## config.mk

```make
export PLATFORM = sky130hd
export DESIGN_NAME = fetch_sequencer
export DESIGN_NICKNAME = d
export VERILOG_FILES = /design/src/rtl/fetch_pkg.sv /design/src/rtl/fetch_skid_buf.sv /design/src/rtl/fetch_sequencer.sv
export SDC_FILE = /design/constraint.sdc
export NUM_CORES = 1
export LEC_CHECK = 0
export CAP_MARGIN = 20
export CELL_PAD_IN_SITES_DETAIL_PLACEMENT = 1
export CELL_PAD_IN_SITES_GLOBAL_PLACEMENT = 1
export CORE_MARGIN = 2
export CORE_UTILIZATION = 34
export CTS_CLUSTER_SIZE = 28
export DETAILED_ROUTE_END_ITERATION = 16
export GPL_TIMING_DRIVEN = 1
export PLACE_DENSITY_LB_ADDON = 0.1
export SKIP_CTS_REPAIR_TIMING = 1
export SLEW_MARGIN = 25
export SYNTH_ARGS = -nofsm -noshare
export SYNTH_HDL_FRONTEND = slang
export SYNTH_HIERARCHICAL = 1
export SYNTH_SLANG_ARGS = --single-unit
```

## constraint.sdc

```tcl
create_clock -name clk -period 7.8 [get_ports clk]
set_input_delay 1.56 -clock clk [delete_from_list [all_inputs] [get_ports clk]]
set_output_delay 1.56 -clock clk [all_outputs]
set_load 0.03 [all_outputs]
```

## src/rtl/fetch_pkg.sv

```systemverilog
// Shared types and default widths for the instruction fetch sequencer.
// The entry struct is sized from the default widths used by fetch_sequencer.
package fetch_pkg;

  localparam int                ADDR_W_DEF     = 6;
  localparam int                INSTR_W_DEF    = 32;
  localparam int                DEPTH_DEF      = 33;
  localparam logic [INSTR_W_DEF-1:0] HALT_INSTR_DEF = 32'hFFFF_FFFF;

  typedef enum logic [1:0] {
    IDLE,
    RUN,
    DRAIN,
    HALT
  } fetch_state_t;

  typedef struct packed {
    logic [INSTR_W_DEF-1:0] instr;
    logic [ADDR_W_DEF-1:0]  pc;
  } fetch_entry_t;

endpackage

```

## src/rtl/fetch_skid_buf.sv

```systemverilog
// Two-entry FIFO of fetch entries between the memory capture point and decode.
// Flush wins over push and pop; push is accepted when full only with a pop.
module fetch_skid_buf
  import fetch_pkg::*;
(
  input  logic         clk,
  input  logic         rst,
  input  logic         push_i,
  input  fetch_entry_t push_data_i,
  input  logic         pop_i,
  input  logic         flush_i,
  output logic [1:0]   count_o,
  output fetch_entry_t head_o
);

  fetch_entry_t mem_q [2];
  logic         rd_ptr_q;
  logic         wr_ptr_q;
  logic [1:0]   count_q;
  logic         do_push;
  logic         do_pop;

  assign do_pop  = pop_i && (count_q != 2'd0);
  assign do_push = push_i && ((count_q != 2'd2) || do_pop);

  always_ff @(posedge clk or posedge rst) begin
    if (rst) begin
      // NOTE: both storage words are reset because the head drives out_instr/out_pc
      // directly, and those must read 0 straight out of reset.
      mem_q[0] <= '0;
      mem_q[1] <= '0;
      rd_ptr_q <= 1'b0;
      wr_ptr_q <= 1'b0;
      count_q  <= 2'd0;
    end else if (flush_i) begin
      rd_ptr_q <= 1'b0;
      wr_ptr_q <= 1'b0;
      count_q  <= 2'd0;
    end else begin
      if (do_push) begin
        mem_q[wr_ptr_q] <= push_data_i;
        wr_ptr_q        <= ~wr_ptr_q;
      end
      if (do_pop) begin
        rd_ptr_q <= ~rd_ptr_q;
      end
      count_q <= count_q + {1'b0, do_push} - {1'b0, do_pop};
    end
  end

  assign count_o = count_q;
  assign head_o  = mem_q[rd_ptr_q];

endmodule

```

## src/rtl/fetch_sequencer.sv

```systemverilog
// Sequences a 1-cycle-latency instruction memory and feeds decode through a 2-entry buffer.
// Optional FETCH_PERF_EN adds pop and stall counters (perf_fetched, perf_stall).
module fetch_sequencer
  import fetch_pkg::*;
#(
  parameter int                  ADDR_W     = ADDR_W_DEF,
  parameter int                  INSTR_W    = INSTR_W_DEF,
  parameter int                  DEPTH      = DEPTH_DEF,
  parameter logic [INSTR_W-1:0]  HALT_INSTR = HALT_INSTR_DEF
) (
  input  logic               clk,
  input  logic               rst,
  input  logic               start,
  input  logic [ADDR_W-1:0]  start_pc,
  output logic [ADDR_W-1:0]  mem_addr,
  input  logic [INSTR_W-1:0] mem_rdata,
  output logic               out_valid,
  input  logic               out_ready,
  output logic [INSTR_W-1:0] out_instr,
  output logic [ADDR_W-1:0]  out_pc,
  input  logic               redirect_valid,
  input  logic [ADDR_W-1:0]  redirect_pc,
  output logic               halted
`ifdef FETCH_PERF_EN
  ,
  output logic [31:0]        perf_fetched,
  output logic [31:0]        perf_stall
`endif
);

  fetch_state_t       state_q;
  logic [ADDR_W-1:0]  fetch_pc_q;
  logic [ADDR_W-1:0]  tag_q;
  logic               inflight_q;
  logic [ADDR_W-1:0]  next_pc_d;
  logic [1:0]         count;
  fetch_entry_t       push_entry;
  fetch_entry_t       head;
  logic               pop;
  logic               issue;
  logic               redirect_take;
  logic               start_take;
  logic               flush;
  logic               push;
  logic               halt_hit;

  assign pop           = out_valid && out_ready;
  assign redirect_take = redirect_valid && (state_q != IDLE);
  assign start_take    = start && ((state_q == IDLE) || (state_q == HALT)) && !redirect_take;
  assign flush         = redirect_take || start_take;
  assign push          = inflight_q && !flush;
  assign halt_hit      = push && (state_q == RUN) && (mem_rdata == HALT_INSTR);
  assign next_pc_d     = (fetch_pc_q == ADDR_W'(DEPTH - 1)) ? '0 : fetch_pc_q + 1'b1;

  // Issue only if the word it produces will find a free slot: buffered + in flight,
  // less what decode takes this cycle, must leave room for one more.
  assign issue = (state_q == RUN) &&
                 (({1'b0, count} + {2'b0, inflight_q}) <= (3'd1 + {2'b0, pop}));

  assign push_entry = '{instr: mem_rdata, pc: tag_q};

  always_ff @(posedge clk or posedge rst) begin
    if (rst) begin
      state_q    <= IDLE;
      fetch_pc_q <= '0;
      tag_q      <= '0;
      inflight_q <= 1'b0;
    end else if (redirect_take) begin
      // NOTE: sequential state uses non-blocking assignments so every register
      // in this block sees the pre-edge values of the others.
      state_q    <= RUN;
      fetch_pc_q <= redirect_pc;
      inflight_q <= 1'b0;
    end else if (start_take) begin
      state_q    <= RUN;
      fetch_pc_q <= start_pc;
      inflight_q <= 1'b0;
    end else begin
      inflight_q <= issue && !halt_hit;
      if (issue) begin
        tag_q      <= fetch_pc_q;
        fetch_pc_q <= next_pc_d;
      end
      case (state_q)
        RUN:     if (halt_hit) state_q <= DRAIN;
        DRAIN:   if (count == 2'd0) state_q <= HALT;
        default: ;
      endcase
    end
  end

  fetch_skid_buf u_buf (
    .clk         (clk),
    .rst         (rst),
    .push_i      (push),
    .push_data_i (push_entry),
    .pop_i       (pop),
    .flush_i     (flush),
    .count_o     (count),
    .head_o      (head)
  );

  assign mem_addr  = fetch_pc_q;
  assign out_valid = (count != 2'd0);
  assign out_instr = head.instr;
  assign out_pc    = head.pc;
  assign halted    = (state_q == HALT);

`ifdef FETCH_PERF_EN
  logic [31:0] perf_fetched_q;
  logic [31:0] perf_stall_q;

  always_ff @(posedge clk or posedge rst) begin
    if (rst) begin
      perf_fetched_q <= '0;
      perf_stall_q   <= '0;
    end else if (start_take) begin
      perf_fetched_q <= '0;
      perf_stall_q   <= '0;
    end else begin
      if (pop) perf_fetched_q <= perf_fetched_q + 32'd1;
      if (out_valid && !out_ready) perf_stall_q <= perf_stall_q + 32'd1;
    end
  end

  assign perf_fetched = perf_fetched_q;
  assign perf_stall   = perf_stall_q;
`endif

endmodule

```

[Word-level counts from Yosys, hierarchy flattened]
Cells that the tools add are included.
Storage, ports and cells
  output and inout bits: 46
  bits in registers: 95
  bits of input ports: 49
  word-level logic and storage cells: 86
Cells by class
  reductions and logical operators: 29
  bitwise gates (word level): 7
  multiplexer cells: 22
  eq/ne operators: 8
  add/sub/neg operators: 5
  order comparisons: 4
Operators by type and width (count)
  38-bit 2-to-1 mux: 4
  76-bit bitwise mux: 1
  38-bit demux with 1-bit select: 1
  32-bit equality test (second input constant): 1
  6-bit 2-to-1 mux: 4
  1-bit logical AND: 12
  2-bit 2-to-1 mux: 5
  4-bit inequality test (second input constant): 2
  2-bit nonzero test: 4
  6-bit by 1-bit adder with 6-bit output (second input constant): 1
  6-bit equality test (second input constant): 1
  1-bit 2-to-1 mux: 6
  3-bit AND reduction: 2
  1-bit inverter: 5
  2-bit equality test (second input constant): 2
  2-bit greater-or-equal comparator (second input constant): 2
  2-bit logical NOT: 2
  1-bit inverter with 2-bit output: 2
  2-bit case mux with 2 select lines: 1
  4-bit nonzero test: 1
  2-bit by 1-bit adder with 3-bit output: 1
  3-bit by 2-bit less-or-equal comparator with 1-bit output: 1
  1-bit logical NOT: 3
  1-bit logical OR: 3
  8 further kinds: 8

[Logic depth before layout (Yosys ltp)]
  depth in word-level cells: 13
  depth in mapped cells: 11
  depth with buffers taken out: 11

[By module]
The synthesis kept the hierarchy.
Modules (own cells, without submodules)
  fetch_skid_buf: instances 1, cells each 226, sequential area each 2001.9 um^2, area each 3577.2 um^2
  fetch_sequencer: instances 1, cells each 119, sequential area each 375.4 um^2, area each 1062.3 um^2

[Worst setup path before layout]
OpenSTA, ideal clock, no wires.
  path type: input -> register
  from: in out_ready
  to: reg tag_q[2]
  data required time: 7.673 ns
  data arrival time: 3.322 ns
  path buffers: 1
  stages on the path: 8
  slack: 4.351 ns
  library setup time: 0.127 ns
  cells stage by stage: nand2_1 > inv_1 > fa_1 > or3_1 > a22o_1 > nand3_1 > buf_4 > mux2_1
On the way
  longest elaborated chain between the ends: 5
Ends and longest elaborated chain
  start, declared: line fetch_sequencer.sv:18  | input logic out_ready,
  1-bit logical AND: line fetch_sequencer.sv:47  | assign pop = out_valid && out_ready;
  via pop: line fetch_sequencer.sv:39  | logic pop;
  1-bit by 1-bit adder with 2-bit output: line fetch_sequencer.sv:58  | (({1'b0, count} + {2'b0, inflight_q}) <= (3'd1 + {2'b0, pop}));
  3-bit by 2-bit less-or-equal comparator with 1-bit output: line fetch_sequencer.sv:58
  1-bit logical AND: line fetch_sequencer.sv:57  | assign issue = (state_q == RUN) &&
  3-bit AND reduction (no source line)
  end signal, assigned: line fetch_sequencer.sv:81  | tag_q <= fetch_pc_q;
  end, declared: line fetch_sequencer.sv:33  | logic [ADDR_W-1:0] tag_q;
The timed path passes the listed nets, and every way through them passes these cells.
A chain may end at the register's enable or synchronous reset.

[Worst setup path in the final report]
  from: in redirect_valid
  to: reg u_buf/mem_q[65] (netlist name)
On the way
  longest elaborated chain between the ends: 8
  elaborated cells on any way between the ends: 9
  those cells by class: bitwise (1); reduce/logical (8)
Ends and longest elaborated chain
  start, declared: line fetch_sequencer.sv:21  | input logic redirect_valid,
  1-bit logical AND (*): line fetch_sequencer.sv:48  | assign redirect_take = redirect_valid && (state_q != IDLE);
  1-bit logical NOT: line fetch_sequencer.sv:49  | assign start_take = start && ((state_q == IDLE) || (state_q == HALT)) && !redirect_take;
  1-bit logical AND: line fetch_sequencer.sv:49
  1-bit logical OR (*): line fetch_sequencer.sv:50  | assign flush = redirect_take || start_take;
  via flush: line fetch_sequencer.sv:43  | logic flush;
  1-bit logical NOT: line fetch_sequencer.sv:51  | assign push = inflight_q && !flush;
  1-bit logical AND: line fetch_sequencer.sv:51
  1-bit logical AND: line fetch_skid_buf.sv:24  | assign do_push = push_i && ((count_q != 2'd2) || do_pop);
  2-bit AND reduction (no source line) (*)
  end signal, assigned by index: line fetch_skid_buf.sv:41  | mem_q[wr_ptr_q] <= push_data_i;
  end, declared: line fetch_skid_buf.sv:16  | fetch_entry_t mem_q [2];
The timed path passes the listed nets; every way through them passes the cells marked *.

==> impl_metrics.yaml <==
run_status:
  status: "finished, final reports clean"
floorplan:
  start_util_pct: 34.9
  rows: 42
  dieArea_sq_um: 14600
  core_sq_um: 13300
  die_w_um: 121
  dieHeight_um: 121
  ios: 95
routing:
  viasPerCell: 4.87
  first_iter_violations: 129
  dr_total_vias: 3017
  ant_nets: 0
  drc: 0
  routed_wl_um: 10300
  dr.pass1.iters: 4
  wl_per_cell_um: 16.7
critical_path:
  worstPathCellList: "clkdlybuf4s50_1 > nor2b_1 > nor2_1 > inv_1 > nor2_1 > nand3_2 > buf_4 > mux2_2"
  crit_path_max_fanout: 39
  critical_path_class: "input pin to register"
  startpoint_type: "input pin"
  worst_ep_arrival_time_ns: 4.14
  crit_slowest_cell: "nor2b_1"
  cp.required_ns: 8.02
  critPathCaptureType: "register"
  max_stage_delay_ns: 0.57
  crit_top_cell: "nor2_1"
yosys:
  syn_avg_cell_area_sq_um: 13.4
  synth.distinct_cells: 43
  seq_area_frac_synth_pct: 51.2
  syn_nets: 406
  synth_async_sr_flop_share_pct: 100
  ys.flop_type: "dfrtp_1"
  synth_cells: 345
  netlist_area_sq_um: 4640
  yosysWarnings: 6
  synth_edf_count: 0
  synth_seq_cells: 95
placement:
  post-place-ws_ns: 3.51
  io_buffers: 94
  dp_hpwl_um: 7060
  gp_congestion: 0.772
timing:
  worst_pin_slew_ns: 0.822
  setup_ws_ns: 3.88
  max_freq_mhz: 255
  clock_skew_ns: 0.00581
  finalHoldViolCount: 0
  hold_slack_ns: 0.502
  slew_viol_final: 0
  fin_setup_tns_ns: 0
  relSlewSlack_pct: 45.2
  rsz0062_at_grt: "no"
  timing.final.crit_share_pct: 50.3
  setup_viol: 0
  period_needed_ns: 3.92
global_routing:
  grt_start_max_net_pins: 81
  grt_usage_pct: 15.3
  antenna_found_initial: 1
  grt_pass1_wl_um: 17200
  grt_pass1_vias: 3289
  gr-total-overflow: 0
cts:
  cts.clk_slew.worst_paths_ns: 0.06
  cts_buffer_depth: 2
  htree_levels: 3
  cts.sinks: 95
  cts_tree: "done"
  cts-buffers-inserted: 9
  clk_latency_ns: 0.33
  root_buffer: "clkbuf_16"
power:
  ir_drop_v: 0.000156
  power_uw: 2260
  p_per_area_nw_per_um2: 374
  p_leak_uw: 0.00265
layout:
  num-nets-final: 499
  n_antenna_cell: 0
  drive_above_1_share_pct: 32.5
  area_growth_pct: 30.1
min_path:
  hold_class: "register to register"
job:
  cap_violations: 0
## power by group
part | leakage (uW) | switching, uW | internal, uW
Clock | 0.000136 | 173 | 233
Combinational | 0.00130 | 530 | 526
Sequential | 0.00121 | 118 | 676
Total | 0.00265 | 821 | 1430
## layout by cell type (no fill, tap or decap), types with 2 or more instances in the layout
master	synthesis	layout
ha_1	11	11
nand4_1	8	8
a222oi_1	3	3
o21a_1	2	2
mux2_4	20	20
nand3_1	6	5
mux2_2	95	95
clkinv_2	0	3
or2b_2	2	2
o22ai_1	3	3
clkbuf_1	4	2
a21oi_1	5	5
dfrtp_1	95	94
inv_1	16	15
nor2b_1	5	5
o21ai_0	9	9
nor3_1	3	3
nor2_1	11	11
nand2_1	12	12
clkdlybuf4s50_1	0	94
mux2i_1	2	2
clkbuf_16	0	9
and3_1	2	2
clkbuf_8	0	2
## Yosys cell counts, types with 2 or more instances
library cell	instances	area [sq um]
or2b_2	2	17.5
nand4_1	8	50.1
inv_1	16	60.1
clkbuf_1	4	15.0
ha_1	11	138
o21a_1	2	15.0
nor3_1	3	15.0
o22ai_1	3	18.8
buf_2	5	25.0
nor2_1	11	41.3
dfrtp_1	95	2380
buf_4	3	22.5
nand3_1	6	30.0
and3_1	2	12.5
mux2i_1	2	20.0
a21oi_1	5	25.0
nand2_1	12	45.0
buf_6	3	33.8
mux2_4	20	300
o21ai_0	9	45.0
mux2_2	95	1070
nor2b_1	5	31.3
a222oi_1	3	30.0
## worst max-delay path, delay by kind of cell
family | cells | cell delay, ns
simple gates | 4 | 0.95
buf+inv | 3 | 1.22
mux | 1 | 0.40
## flip-flops by register name, indices dropped and copies added (netlist names)
name / cells
u_buf/wr_ptr_q: 1
inflight_q: 1
tag_q: 6
state_q: 2
u_buf/rd_ptr_q: 1
mem_addr: 6
u_buf/count_o: 2
u_buf/mem_q: 76
## worst paths after layout
check	startpoint	end	slack, ns	cells after the start
setup / recovery	redirect_valid	u_buf/mem_q[65]	3.88	8
hold / removal	u_buf/mem_q[0]	u_buf/mem_q[0]	0.50	1
setup reg to reg	u_buf/count_o[1]	tag_q[3]	4.84	8
hold reg to reg	u_buf/mem_q[0]	u_buf/mem_q[0]	0.50	1
max in group asynchronous	rst	u_buf/mem_q[71]	5.47	3
min in group asynchronous	rst	state_q[1]	1.69	2
## per-layer routing
metal	track usage, %	vias up	share of wire, %
met3	4.25	5	4.6
met2	24.2	62	47
met1	20.6	1526	48
met5	0	-	0
met4	4.14	0	0.72
li1	-	1424	-
## area by class of cell
cell class,count,area (sq um)
fill,1395,7260
sequential,95,2380
multi-input combinational,219,2110
timing repair buffer,97,987
clock buffer,13,260
tap,176,220
inverter,16,61.3
clock inverter,3,17.5
## through the flow
| stage | utilization, % | cells | area [sq um] |
|---|---|---|---|
| after floorplan | - | 345 | 4640 |
| after global placement | 43.1 | 602 | 5730 |
| after detailed placement | 43.1 | 602 | 5730 |
| after CTS | 45.2 | 618 | 6000 |
| after global routing | 45.4 | 619 | 6040 |
| final | 45.4 | 619 | 6040 |
## cell families after synthesis
group,count (synthesis),synth area share (%)
xor gates and xnor gates,2,0.378
muxes,118,30.2
buffers and inverters,31,3.37
DFF,95,51.2
AOI/OAI and AO/OA,30,4.72
adders and majority gates,12,3.40
and+or+nand+nor,57,6.69
(Power assumes the default switching activity.)
